**src/rtl/pdm_pkg.sv**
```systemverilog
// Shared constants and helpers for the PCM-to-PDM transmit path.
package pdm_pkg;

  localparam int IN_W_DEF = 16;
  localparam int LMAX     = 10;

  function automatic int acc_w(input int in_w, input int lmax);
    return in_w + lmax + 2;
  endfunction

  // Adding 2^(w-1) to a w-bit two's complement value is the same as flipping its MSB.
  function automatic logic [31:0] to_offset(input logic [31:0] y, input int w);
    return y ^ (32'd1 << (w - 1));
  endfunction

endpackage

```
**src/rtl/sigma_delta_mod1.sv**
```systemverilog
// First-order sigma-delta modulator: the carry out of an unsigned accumulator is the PDM bit.
module sigma_delta_mod1
  import pdm_pkg::*;
#(
  parameter int W = IN_W_DEF
) (
  input  logic         clk,
  input  logic         rst_n,
  input  logic         strobe_i,
  input  logic         clear_i,
  input  logic [W-1:0] u_i,
  output logic         pdm_o
);

  logic [W-1:0] acc_q, acc_d;
  logic         pdm_q, pdm_d;
  logic [W:0]   sum;

  always_comb begin
    sum   = {1'b0, acc_q} + {1'b0, u_i};
    acc_d = acc_q;
    pdm_d = pdm_q;
    if (clear_i) begin
      acc_d = '0;
      pdm_d = 1'b0;
    end else if (strobe_i) begin
      acc_d = sum[W-1:0];
      pdm_d = sum[W];
    end
  end

  always_ff @(posedge clk or negedge rst_n) begin
    if (!rst_n) begin
      acc_q <= '0;
      pdm_q <= 1'b0;
    end else begin
      acc_q <= acc_d;
      pdm_q <= pdm_d;
    end
  end

  assign pdm_o = pdm_q;

endmodule

```
**src/rtl/pcm_to_pdm.sv**
```systemverilog
// PCM to PDM: one-entry holding register, 2-stage CIC interpolator (R = 2^L), first-order modulator.
module pcm_to_pdm #(
  parameter int IN_W  = pdm_pkg::IN_W_DEF,
  parameter int LMAX  = pdm_pkg::LMAX,
  parameter int ACC_W = pdm_pkg::acc_w(IN_W, LMAX)
) (
  input  logic            clk,
  input  logic            rst_n,
  input  logic            clk_en,
  input  logic [IN_W-1:0] in_data,
  input  logic            in_valid,
  output logic            in_ready,
  input  logic [3:0]      rate_log2,
  input  logic            rate_we,
  output logic            pdm_out,
  output logic            underrun,
  input  logic            underrun_clr
);

  localparam int             PH_W   = (LMAX > 0) ? LMAX : 1;
  localparam logic [PH_W:0]  PH_ONE = 1;
  localparam logic [3:0]     LMAX_4 = 4'(LMAX);

  logic [IN_W-1:0]         hold_q, hold_d;
  logic                    full_q, full_d;
  logic [3:0]              l_q, l_d;
  logic [PH_W-1:0]         phase_q, phase_d;
  logic signed [ACC_W-1:0] x_d_q, x_d_d, c1_d_q, c1_d_d, c2_r_q, c2_r_d;
  logic signed [ACC_W-1:0] i1_q, i1_d, i2_q, i2_d;
  logic                    stuff_q, stuff_d;
  logic                    underrun_q, underrun_d;

  logic                    strobe, consume, take;
  logic [PH_W:0]           last_ph;
  logic signed [ACC_W-1:0] x, c1, c2;
  logic signed [IN_W-1:0]  y_w;
  logic [IN_W-1:0]         u_w;

  // A rate write flushes the filter, so it also suppresses any coincident strobe.
  assign strobe   = clk_en && !rate_we;
  assign consume  = strobe && (phase_q == '0);
  assign in_ready = !full_q;
  assign take     = in_valid && !full_q;
  assign last_ph  = (PH_ONE << l_q) - PH_ONE;

  // An empty register repeats the previous sample.
  assign x  = full_q ? {{(ACC_W-IN_W){hold_q[IN_W-1]}}, hold_q} : x_d_q;
  assign c1 = x - x_d_q;
  assign c2 = c1 - c1_d_q;

  assign y_w = IN_W'(i2_q >>> l_q);
  assign u_w = IN_W'(pdm_pkg::to_offset(32'(y_w), IN_W));

  always_comb begin
    hold_d     = hold_q;
    full_d     = full_q;
    l_d        = l_q;
    phase_d    = phase_q;
    x_d_d      = x_d_q;
    c1_d_d     = c1_d_q;
    c2_r_d     = c2_r_q;
    i1_d       = i1_q;
    i2_d       = i2_q;
    stuff_d    = stuff_q;
    underrun_d = underrun_q;

    if (rate_we) begin
      l_d     = (rate_log2 > LMAX_4) ? LMAX_4 : rate_log2;
      phase_d = '0;
      x_d_d   = '0;
      c1_d_d  = '0;
      c2_r_d  = '0;
      i1_d    = '0;
      i2_d    = '0;
      stuff_d = 1'b0;
    end else if (strobe) begin
      i1_d    = i1_q + (stuff_q ? c2_r_q : '0);
      i2_d    = i2_q + i1_q;
      stuff_d = consume;
      phase_d = ({1'b0, phase_q} == last_ph) ? '0 : phase_q + 1'b1;
      if (consume) begin
        x_d_d  = x;
        c1_d_d = c1;
        c2_r_d = c2;
      end
    end

    if (consume && full_q) full_d = 1'b0;
    if (underrun_clr) underrun_d = 1'b0;
    if (consume && !full_q) underrun_d = 1'b1;
    if (take) begin
      full_d = 1'b1;
      hold_d = in_data;
    end
  end

  always_ff @(posedge clk or negedge rst_n) begin
    if (!rst_n) begin
      hold_q     <= '0;
      full_q     <= 1'b0;
      l_q        <= '0;
      phase_q    <= '0;
      x_d_q      <= '0;
      c1_d_q     <= '0;
      c2_r_q     <= '0;
      i1_q       <= '0;
      i2_q       <= '0;
      stuff_q    <= 1'b0;
      underrun_q <= 1'b0;
    end else begin
      hold_q     <= hold_d;
      full_q     <= full_d;
      l_q        <= l_d;
      phase_q    <= phase_d;
      x_d_q      <= x_d_d;
      c1_d_q     <= c1_d_d;
      c2_r_q     <= c2_r_d;
      i1_q       <= i1_d;
      i2_q       <= i2_d;
      stuff_q    <= stuff_d;
      underrun_q <= underrun_d;
    end
  end

  assign underrun = underrun_q;

  sigma_delta_mod1 #(.W(IN_W)) u_mod (
    .clk      (clk),
    .rst_n    (rst_n),
    .strobe_i (strobe),
    .clear_i  (rate_we),
    .u_i      (u_w),
    .pdm_o    (pdm_out)
  );

endmodule
```
**config.mk**
```make
export PLATFORM = sky130hd
export DESIGN_NAME = pcm_to_pdm
export DESIGN_NICKNAME = d
export VERILOG_FILES = /design/src/rtl/pdm_pkg.sv /design/src/rtl/sigma_delta_mod1.sv /design/src/rtl/pcm_to_pdm.sv
export SDC_FILE = /design/constraint.sdc
export NUM_CORES = 1
export LEC_CHECK = 0
export CAP_MARGIN = 0
export CORE_MARGIN = 2
export CORE_UTILIZATION = 36
export CTS_BUF_LIST = sky130_fd_sc_hd__clkbuf_2
export DETAILED_ROUTE_END_ITERATION = 10
export PLACE_DENSITY = 0.52
export SLEW_MARGIN = 10
export SYNTH_ARGS = -nofsm -noshare
export SYNTH_HDL_FRONTEND = slang
export SYNTH_SLANG_ARGS = --single-unit
export TNS_END_PERCENT = 50
```
**constraint.sdc**
```tcl
create_clock -name clk -period 14.2 [get_ports clk]
set_input_delay 1.42 -clock clk [delete_from_list [all_inputs] [get_ports clk]]
set_output_delay 1.42 -clock clk [all_outputs]
set_load 0.1 [all_outputs]
```
### Word level (Yosys, flattened, before mapping)

Index checks and enable logic that the tools add are counted.

* flip-flop bits (word level): 190
* bits in latches: 0
* bits in writable memories: 0
* bits in read-only memories: 0
* input bits: 26
* output and inout port bits: 3
* word-level logic and storage cells: 67
* memories: 0

* $add $sub $neg: 7
* multipliers: 0
* div/mod/pow operators: 0
* $lt $le $gt $ge: 1
* equality and inequality tests: 1
* shift operators: 2
* multiplexer cells: 29
* bitwise logic cells: 1
* reductions and logical operators: 13

Operator list (count)
* two-way mux 28 bit: 15
* adder 28 bit: 2
* subtractor 28 bit: 2
* two-way mux 16 bit: 2
* two-way mux 10 bit: 3
* >>> shifter 28 x 4 -> 16 bit: 1
* adder 16 x 16 -> 17 bit: 1
* == test 10 x 11 -> 1 bit: 1
* left shift 1 x 4 -> 11 bit, first input constant: 1
* subtractor 11 x 1 -> 11 bit, second input constant: 1
* adder 10 x 1 -> 10 bit, second input constant: 1
* logical NOT 10 bit: 1
* two-way mux 1 bit: 8
* nonzero test 2 bit: 4
* logical AND 1 bit: 5
* greater-than comparator 4 bit, second input constant: 1
* two-way mux 4 bit: 1
* logical NOT 1 bit: 2
* AND reduction 2 bit: 1
* inverter 1 bit: 1

### Logic depth before layout (Yosys ltp)

Gate-level depths: netlist of the first run.

* depth after elaboration: 6
* mapped depth: 24
* mapped depth without buffers: 22

### Hierarchy

From an unflattened synthesis of the first run, not the netlist that was laid out.

* cell total of the unflattened synthesis: 1800
* area total of the unflattened synthesis: 15177.1 um^2

By module, submodules not included
* pcm_to_pdm: times used 1, cells each 1613, area each 13583.0 um^2, seq. area each 4329.2 um^2
* sigma_delta_mod1: times used 1, cells each 187, area each 1594.0 um^2, seq. area each 425.4 um^2

### Least setup slack after synthesis of the first run

Ideal clock, no wire load.

* path type: register to register
* from: reg full_q
* to: reg c2_r_q[27]
* library setup time: 0.134 ns
* data arrival time: 4.922 ns
* data required time: 14.066 ns
* path slack: 9.144 ns
* stages on the path, launching flop included: 25
* path buffers: 2
* clock period less this slack: 5.056 ns
* path through: dfrtp_1 -> clkbuf_1 -> buf_1 -> nand2_1 -> o21ai_0 -> ha_1 -> nor2b_1 -> o31a_1 -> o31a_1 -> or4b_4 -> nand2_4 -> a21boi_1 -> o21ai_1 -> nor3b_1 -> nor2_1 -> ha_1 -> and3_1 -> and3_1 -> inv_1 -> a2111oi_0 -> o31ai_1 -> mux2i_1 -> a31oi_1 -> o2111ai_1 -> o211ai_1

* word-level cells in the longest chain between the ends: 6

RTL lines
* start, declared: line pcm_to_pdm.sv:25 `logic full_q, full_d;`
* start signal, assigned: line pcm_to_pdm.sv:112 `full_q <= full_d;`
* two-way mux 28 bit: line pcm_to_pdm.sv:47 `assign x = full_q ? {{(ACC_W-IN_W){hold_q[IN_W-1]}}, hold_q} : x_d_q;`
* subtractor 28 bit: line pcm_to_pdm.sv:48 `assign c1 = x - x_d_q;`
* subtractor 28 bit: line pcm_to_pdm.sv:49 `assign c2 = c1 - c1_d_q;`
* two-way mux 28 bit: line pcm_to_pdm.sv:81 `if (consume) begin`
* two-way mux 28 bit: line pcm_to_pdm.sv:76 `end else if (strobe) begin`
* two-way mux 28 bit: line pcm_to_pdm.sv:67 `if (rate_we) begin`
* end signal, assigned: line pcm_to_pdm.sv:117 `c2_r_q <= c2_r_d;`
* end, declared: line pcm_to_pdm.sv:28 `logic signed [ACC_W-1:0] x_d_q, x_d_d, c1_d_q, c1_d_d, c2_r_q, c2_r_d;`

Every way passes these cells. The select of a mux whose other input is x is not followed.
A chain may end at the register's enable or synchronous reset.

### Worst setup path in the final report of the first run

Ends and elaborated chain as after synthesis.

==> metrics.txt, run 1 <==
Die ar.=44100 um2; Top FF cell, synth=dfrtp_1; filler instances=4305; CTS tree=built; GRT Resource Usage Total=16.3%; total of max-cap violations=0; Yosys warnings=0; die width=210 um; Max Root-Sink Buffers=2; Post-Synthesis Cells=1759; most frequent cells in the layout=190 x dfrtp_1, 167 x nand2_1, 128 x ha_1; Synth top area share=31.1%; initial detailed-routing violation count=530; core area=41900 um2; Fin. Hold Viols=0; layout cells sized above 1=6.93%; # IOs=29; clock sink count=190; CTS Buf Count=17; flop2flop setup slack=8380 ps; CP Max Fanout=48; post-synth top area cell=dfrtp_1; Tmin final=5820 ps; switching portion of total power=48.5%; Synth Register Bits=190; total wire length=34400 um; GRT Residual Overflow=0; nets@finish=1893; initial core utilization=36.4%; initial antenna violation count=1; total power=3.73 mW; TNS Setup=0 ps; first-pass GRT wire length=59800 um; Internal=1.92 mW; Root Buffer=clkbuf_2; DR WL/cell=15.1 um; pwr dens=229 nW/um2; Sw Pwr=1.81 mW; met2 WL post-DR=15700 um; EDFF count, synth=0; VDD IR max=0.123 mV; crit share post-route=41.0%; Leak Pwr=7.51 nW; Seq pwr share=18.8%; RSZ-0062 raised after global routing=false; clock power share=8.5%; Post-Route Skew=64.8 ps; syn_nets=1918; largest net degree at the start of global routing=95; largest cells by area after synthesis=dfrtp_1 31%, ha_1 10%, o21ai_0 4.2%, nand2_1 4.1%, a21o_1 3.6%; commonest non-fill, non-tap cell in the layout=dfrtp_1; Critical R2R Launch=full_q$_DFFE_PN0P_; Relative slew margins=23.2%; crit path launch type=flop; DRC=0; R2R Path End=c2_r_q[27]$_DFFE_PN0P_; Post-synth ARST share=100%; pre-CTS WS=8480 ps; clk_lat worst skew=900 ps; final setup fails=0; H-tree lvl count=4; fmax=172 MHz; DR vias/cell=5.33; DR top layer=met4; crit path kind=reg -> reg; DRT met1 WL=17400 um; Final Core Density=38.8%; post_cts resized=0; Combinational Power Share=72.6%; Routed Antenna Nets=0; vias in the first global route=12167; status=finished, final reports clean; Syn Std Cell Area=15300 um2; DR vias=12191; post-synthesis sequential area ratio=31.1%; Core Rows=75; worst min path class=in -> async; RePlAce Congestion=0.858; min setup slack post-route=8380 ps; Port Buffers=28; met3 WL=767 um; R2R depth=22; drt pass-1 iters=7; worst-margin pin slew=1150 ps; hold_buf cts=0; post-detail-place hpwl=24500 um; Fin Hold WS=504 ps; CP Capture Type=flop; Worst EP arrival=6620 ps; Yosys cell types=80; Post-CTS Setup Inserts=0; Max Slew Vio Count=0; Worst-path clk slew=310 ps; worst path required time=15000 ps; chip height=210 um; average size of a mapped cell=8.68 um2; P&R area growth vs syn=6.56%
[worst max-delay path, cell delays in order (launching register included)]
cell	delay, ps
dfrtp_1	430
buf_4	260
o21ai_0	410
ha_1	300
nor2b_1	140
o31a_1	270
o31a_1	280
or4b_4	500
nand2_4	120
a21boi_1	70
o21ai_1	170
nor3b_1	320
nor2_1	90
ha_1	400
and3_1	230
and3_1	180
inv_1	50
a2111oi_0	630
o31ai_1	250
mux2i_1	240
a31oi_1	110
o2111ai_1	140
o211ai_1	110
[metrics by stage]
stage | instance area (um2) | std cells
5_1_grt | 16300 | 2287
3_3_place_gp | 16000 | 2254
3_5_place_dp | 16000 | 2254
2_1_floorplan | 15300 | 1759
6_report | 16300 | 2287
4_1_cts | 16300 | 2286
[final cells by class]
cell class | instances | area, um2 | share of cell area (%)
clock inverter | 15 | 193 | 1.18
multi-input combinational | 1396 | 9850 | 60.5
antenna | 1 | 2.50 | 0.0154
sequential | 190 | 4750 | 29.2
clock buffer | 17 | 85.1 | 0.523
timing repair buffer | 44 | 397 | 2.44
inverter | 85 | 319 | 1.96
tap | 539 | 674 | 4.14
[kinds of logic (layout without fill, tap and decap cells)]
| family | Yosys count | count (layout) | synth area share [%] |
|---|---|---|---|
| flops | 190 | 190 | 31.1 |
| mux | 82 | 82 | 7.12 |
| other cells | 0 | 1 | 0 |
| compound gates | 541 | 541 | 23.1 |
| buf+inv | 173 | 161 | 4.44 |
| xor+xnor | 99 | 99 | 5.68 |
| fa+ha+maj | 133 | 133 | 11.1 |
| simple gates | 541 | 541 | 17.4 |
[routing by layer]
metal,up-vias,track usage [%]
li1,6330,-
met1,5717,21.9
met2,111,27.5
met3,33,2.79
met4,0,3.94
met5,-,0
[state kept, by name, summed over array words and instances, names as in the netlist]
name and count:
c1_d_q 28, c2_r_q 28, i1_q 28, i2_q 28, x_d_q 28, hold_q 16
u_mod.acc_q 16, phase_q 10, l_q 4, full_q 1, stuff_q 1, u_mod.pdm_o 1
underrun 1
[synth_stat cells, types with 42 or more instances]
master and n:
nor3_1 47, inv_1 84, and2_1 42, ha_1 128, a21oi_1 104, nand2_1 167, dfrtp_1 190, o21ai_0 127
xnor2_1 52, o31ai_1 51, clkbuf_1 58, xor2_1 47, a21o_1 74, nor2_1 122
[power groups by stage]
stage               clock network [mW]  logic, mW  registers, mW
floorplan                            0       2.18          0.706
global placement                     0       2.68          0.714
detailed placement                   0       2.71          0.717
CTS                              0.337       2.72          0.705
global route                     0.356       3.07          0.719
finish                           0.318       2.71          0.703
[worst max-delay path by stage]
stage,startpoint,slack (ps),end,cells after the start
after detailed placement,full_q$_DFFE_PN0P_,8480,c2_r_q[27]$_DFFE_PN0P_,22
final,full_q$_DFFE_PN0P_,8380,c2_r_q[27]$_DFFE_PN0P_,22
after floorplan,full_q$_DFFE_PN0P_,9140,c2_r_q[27]$_DFFE_PN0P_,24
after CTS,full_q$_DFFE_PN0P_,8430,c2_r_q[27]$_DFFE_PN0P_,22
after global placement,full_q$_DFFE_PN0P_,8670,c2_r_q[27]$_DFFE_PN0P_,22
after global routing,full_q$_DFFE_PN0P_,7910,c2_r_q[27]$_DFFE_PN0P_,22
Note: power is estimated with default switching activity, not from simulation.
==> run 2: changes to the inputs <==
==> constraint.sdc (replaced) <==
create_clock -name clk -period 5.5 [get_ports clk]
set_input_delay 0.55 -clock clk [delete_from_list [all_inputs] [get_ports clk]]
set_output_delay 0.55 -clock clk [all_outputs]
set_load 0.1 [all_outputs]
==> run 2 against run 1 <==
Combinational power grew to 2.6 times the previous value. Routed wire length is 2.9% higher. Core utilization is 0.24 points higher. Worst hold slack worse by 390 ps. Clock skew is 5.6 ps lower. Die area stayed put. Clock power grew to 2.6 times the previous value. Global-route usage is 0.33 points higher.
==> metrics.txt, run 2 (same netlist as run 1, synthesis figures left out) <==
status=finished, final reports clean (unchanged); Hold Path End=i1_q[27]$_DFFE_PN0P_; Critical R2R Launch=full_q$_DFFE_PN0P_ (unchanged); pre-CTS WS=258 ps (was 8480 ps); drt pass-1 iters=6 (was 7); GRT Resource Usage Total=16.7% (was 16.3%); R2R depth=20 (was 22); DR WL/cell=15.4 um (was 15.1 um); post-route cell area=16400 um2 (was 16300 um2); H-tree lvl count=4 (unchanged); VDD IR max=0.358 mV (was 0.123 mV); switching portion of total power=48.9% (was 48.5%); DR vias=12223 (was 12191); CP Capture Type=flop (unchanged); flop2flop setup slack=420 ps (was 8380 ps); filler instances=4276 (was 4305); crit path launch type=flop (unchanged); Max Root-Sink Buffers=2 (unchanged); initial detailed-routing violation count=509 (was 530); Worst EP arrival=5920 ps (was 6620 ps); Worst-path clk slew=300 ps (was 310 ps); TNS Setup=0 ps (unchanged); Seq pwr share=18.7% (was 18.8%); min setup slack post-route=416 ps (was 8380 ps); initial core utilization=36.4% (unchanged); total wire length=35400 um (was 34400 um); final setup fails=0 (unchanged); clk_lat worst skew=940 ps (was 900 ps); total of max-cap violations=0 (unchanged); Core Rows=75 (unchanged); CTS tree=built (unchanged); worst min path class=in -> reg (was in -> async); largest net degree at the start of global routing=120 (was 95); Worst Hold Depth=2; Relative slew margins=22.2% (was 23.2%); clock sink count=190 (unchanged); RePlAce Congestion=0.848 (was 0.858); Final Core Density=39.0% (was 38.8%); Tmin final=5080 ps (was 5820 ps); CP Max Fanout=15 (was 48); Combinational Power Share=72.7% (was 72.6%); Fin. Hold Viols=0 (unchanged); layout cells sized above 1=7.57% (was 6.93%); pwr dens=597 nW/um2 (was 229 nW/um2); Placed Area=16100 um2 (was 16000 um2); Root Buffer=clkbuf_2 (unchanged); commonest non-fill, non-tap cell in the layout=dfrtp_1 (unchanged); worst-path cell with the longest stage delay=dfrtp_2 (was a2111oi_0); Internal=5.00 mW (was 1.92 mW); slowest stage delay, CP=520 ps (was 630 ps); chip height=210 um (unchanged); Routed Antenna Nets=0 (unchanged); # IOs=29 (unchanged); fmax=197 MHz (was 172 MHz); crit path cell chain=buf_4 > o21ai_0 > ha_1 > a21o_1 > or3_1 > o2111ai_1 > nand2_1 > a21o_1 > xor2_1 > ha_1 > a21oi_1 > o21ai_1 > nor3_1 > a2111oi_1 > buf_4 > o31ai_2 > mux2i_1 > a31oi_1 > o2111ai_1 > o211ai_1 (was buf_4 > o21ai_0 > ha_1 > nor2b_1 > o31a_1 > o31a_1 > or4b_4 > nand2_4 > a21boi_1 > o21ai_1 > nor3b_1 > nor2_1 > ha_1 > and3_1 > and3_1 > inv_1 > a2111oi_0 > o31ai_1 > mux2i_1 > a31oi_1 > o2111ai_1 > o211ai_1); most frequent cells in the layout=189 x dfrtp_1, 167 x nand2_1, 128 x ha_1 (was 190 x dfrtp_1, 167 x nand2_1, 128 x ha_1); die width=210 um (unchanged); worst-margin pin slew=1170 ps (was 1150 ps); Post-CTS Setup Inserts=0 (unchanged); post-detail-place hpwl=25500 um (was 24500 um); Post-Route Skew=59.2 ps (was 64.8 ps); first-pass GRT wire length=60400 um (was 59800 um); DR vias/cell=5.32 (was 5.33); GRT Residual Overflow=0 (unchanged); Die ar.=44100 um2 (unchanged); crit share post-route=92.4% (was 41.0%); P&R area growth vs syn=7.22% (was 6.56%); clock power share=8.6% (was 8.5%); DRC=0 (unchanged); vias in the first global route=12108 (was 12167); core area=41900 um2 (unchanged); Sw Pwr=4.79 mW (was 1.81 mW); Port Buffers=28 (unchanged); Leak Pwr=7.57 nW (was 7.51 nW); Max Slew Vio Count=0 (unchanged); initial antenna violation count=1 (unchanged); nets@finish=1902 (was 1893); CTS Buf Count=17 (unchanged); worst path required time=6340 ps (was 15000 ps); Hold Startpoint=rate_we; crit path kind=reg -> reg (unchanged); R2R Path End=c2_r_q[27]$_DFFE_PN0P_ (unchanged); RSZ-0062 raised after global routing=false (unchanged)
## run 2: timing repair
item / CTS / global route
endpoints found under the setup margin: 0 / 1
hold buffers: 1 / 0
gates resized for setup: 0 / 4
hold endpoints to repair: 117 / 0
## run 2: how the worst max path moves through the flow
| stage | start | endpoint | slack (ps) | cells after the start |
|---|---|---|---|---|
| 4_1_cts | full_q$_DFFE_PN0P_ | c2_r_q[27]$_DFFE_PN0P_ | 230 | 24 |
| 2_1_floorplan | full_q$_DFFE_PN0P_ | c2_r_q[27]$_DFFE_PN0P_ | 440 | 24 |
| 3_5_place_dp | full_q$_DFFE_PN0P_ | c2_r_q[27]$_DFFE_PN0P_ | 260 | 24 |
| 5_1_grt | full_q$_DFFE_PN0P_ | c2_r_q[27]$_DFFE_PN0P_ | 10 | 24 |
| 3_3_place_gp | full_q$_DFFE_PN0P_ | c2_r_q[27]$_DFFE_PN0P_ | 380 | 24 |
| 6_report | full_q$_DFFE_PN0P_ | c2_r_q[27]$_DFFE_PN0P_ | 420 | 20 |
## run 2: per-stage QoR
| step | power, mW | cells | hold WS (ps) |
|---|---|---|---|
| after CTS | 9.80 | 2295 | 1.41 |
| after detailed placement | 8.90 | 2262 | 485 |
| after floorplan | 7.45 | 1759 | 254 |
| after global placement | 8.81 | 2262 | 473 |
| after global routing | 10.8 | 2296 | 32.3 |
| final | 9.78 | 2296 | 117 |
## run 2: final cells by class
cell class	count	area, um2	area share, %
antenna	1	2.50	0.0153
clock buffer	17	85.1	0.519
clock inverter	15	200	1.22
inverter	85	319	1.95
multi-input combinational	1396	9860	60.2
sequential	190	4760	29.0
tap	539	674	4.12
timing repair buffer	53	483	2.95
## run 2: routing by layer
layer / share of wire, % / track usage (%) / routed length (um) / vias up
met5: 0 / 0 / 0 / -
met4: 1.2 / 3.57 / 412 / 0
met3: 2.3 / 2.80 / 810 / 26
met2: 47 / 28.9 / 16700 / 120
met1: 49 / 21.9 / 17500 / 5734
li1: - / - / - / 6343
## run 2: critical path: cells and delay by family, from the launching register on
| kind | cells | cell delay, ps |
|---|---|---|
| fa+ha+maj | 2 | 660 |
| xor+xnor | 1 | 230 |
| flops | 1 | 520 |
| mux | 1 | 260 |
| simple gates | 3 | 820 |
| compound gates | 11 | 2180 |
| buf+inv | 2 | 370 |
## run 2: power by group through the flow
stage	registers, mW	logic (mW)	clock network (mW)
finish	1.83	7.11	0.839
global route	1.87	8.01	0.938
global placement	1.86	6.95	0
detailed placement	1.87	7.03	0
CTS	1.84	7.07	0.889
floorplan	1.82	5.63	0
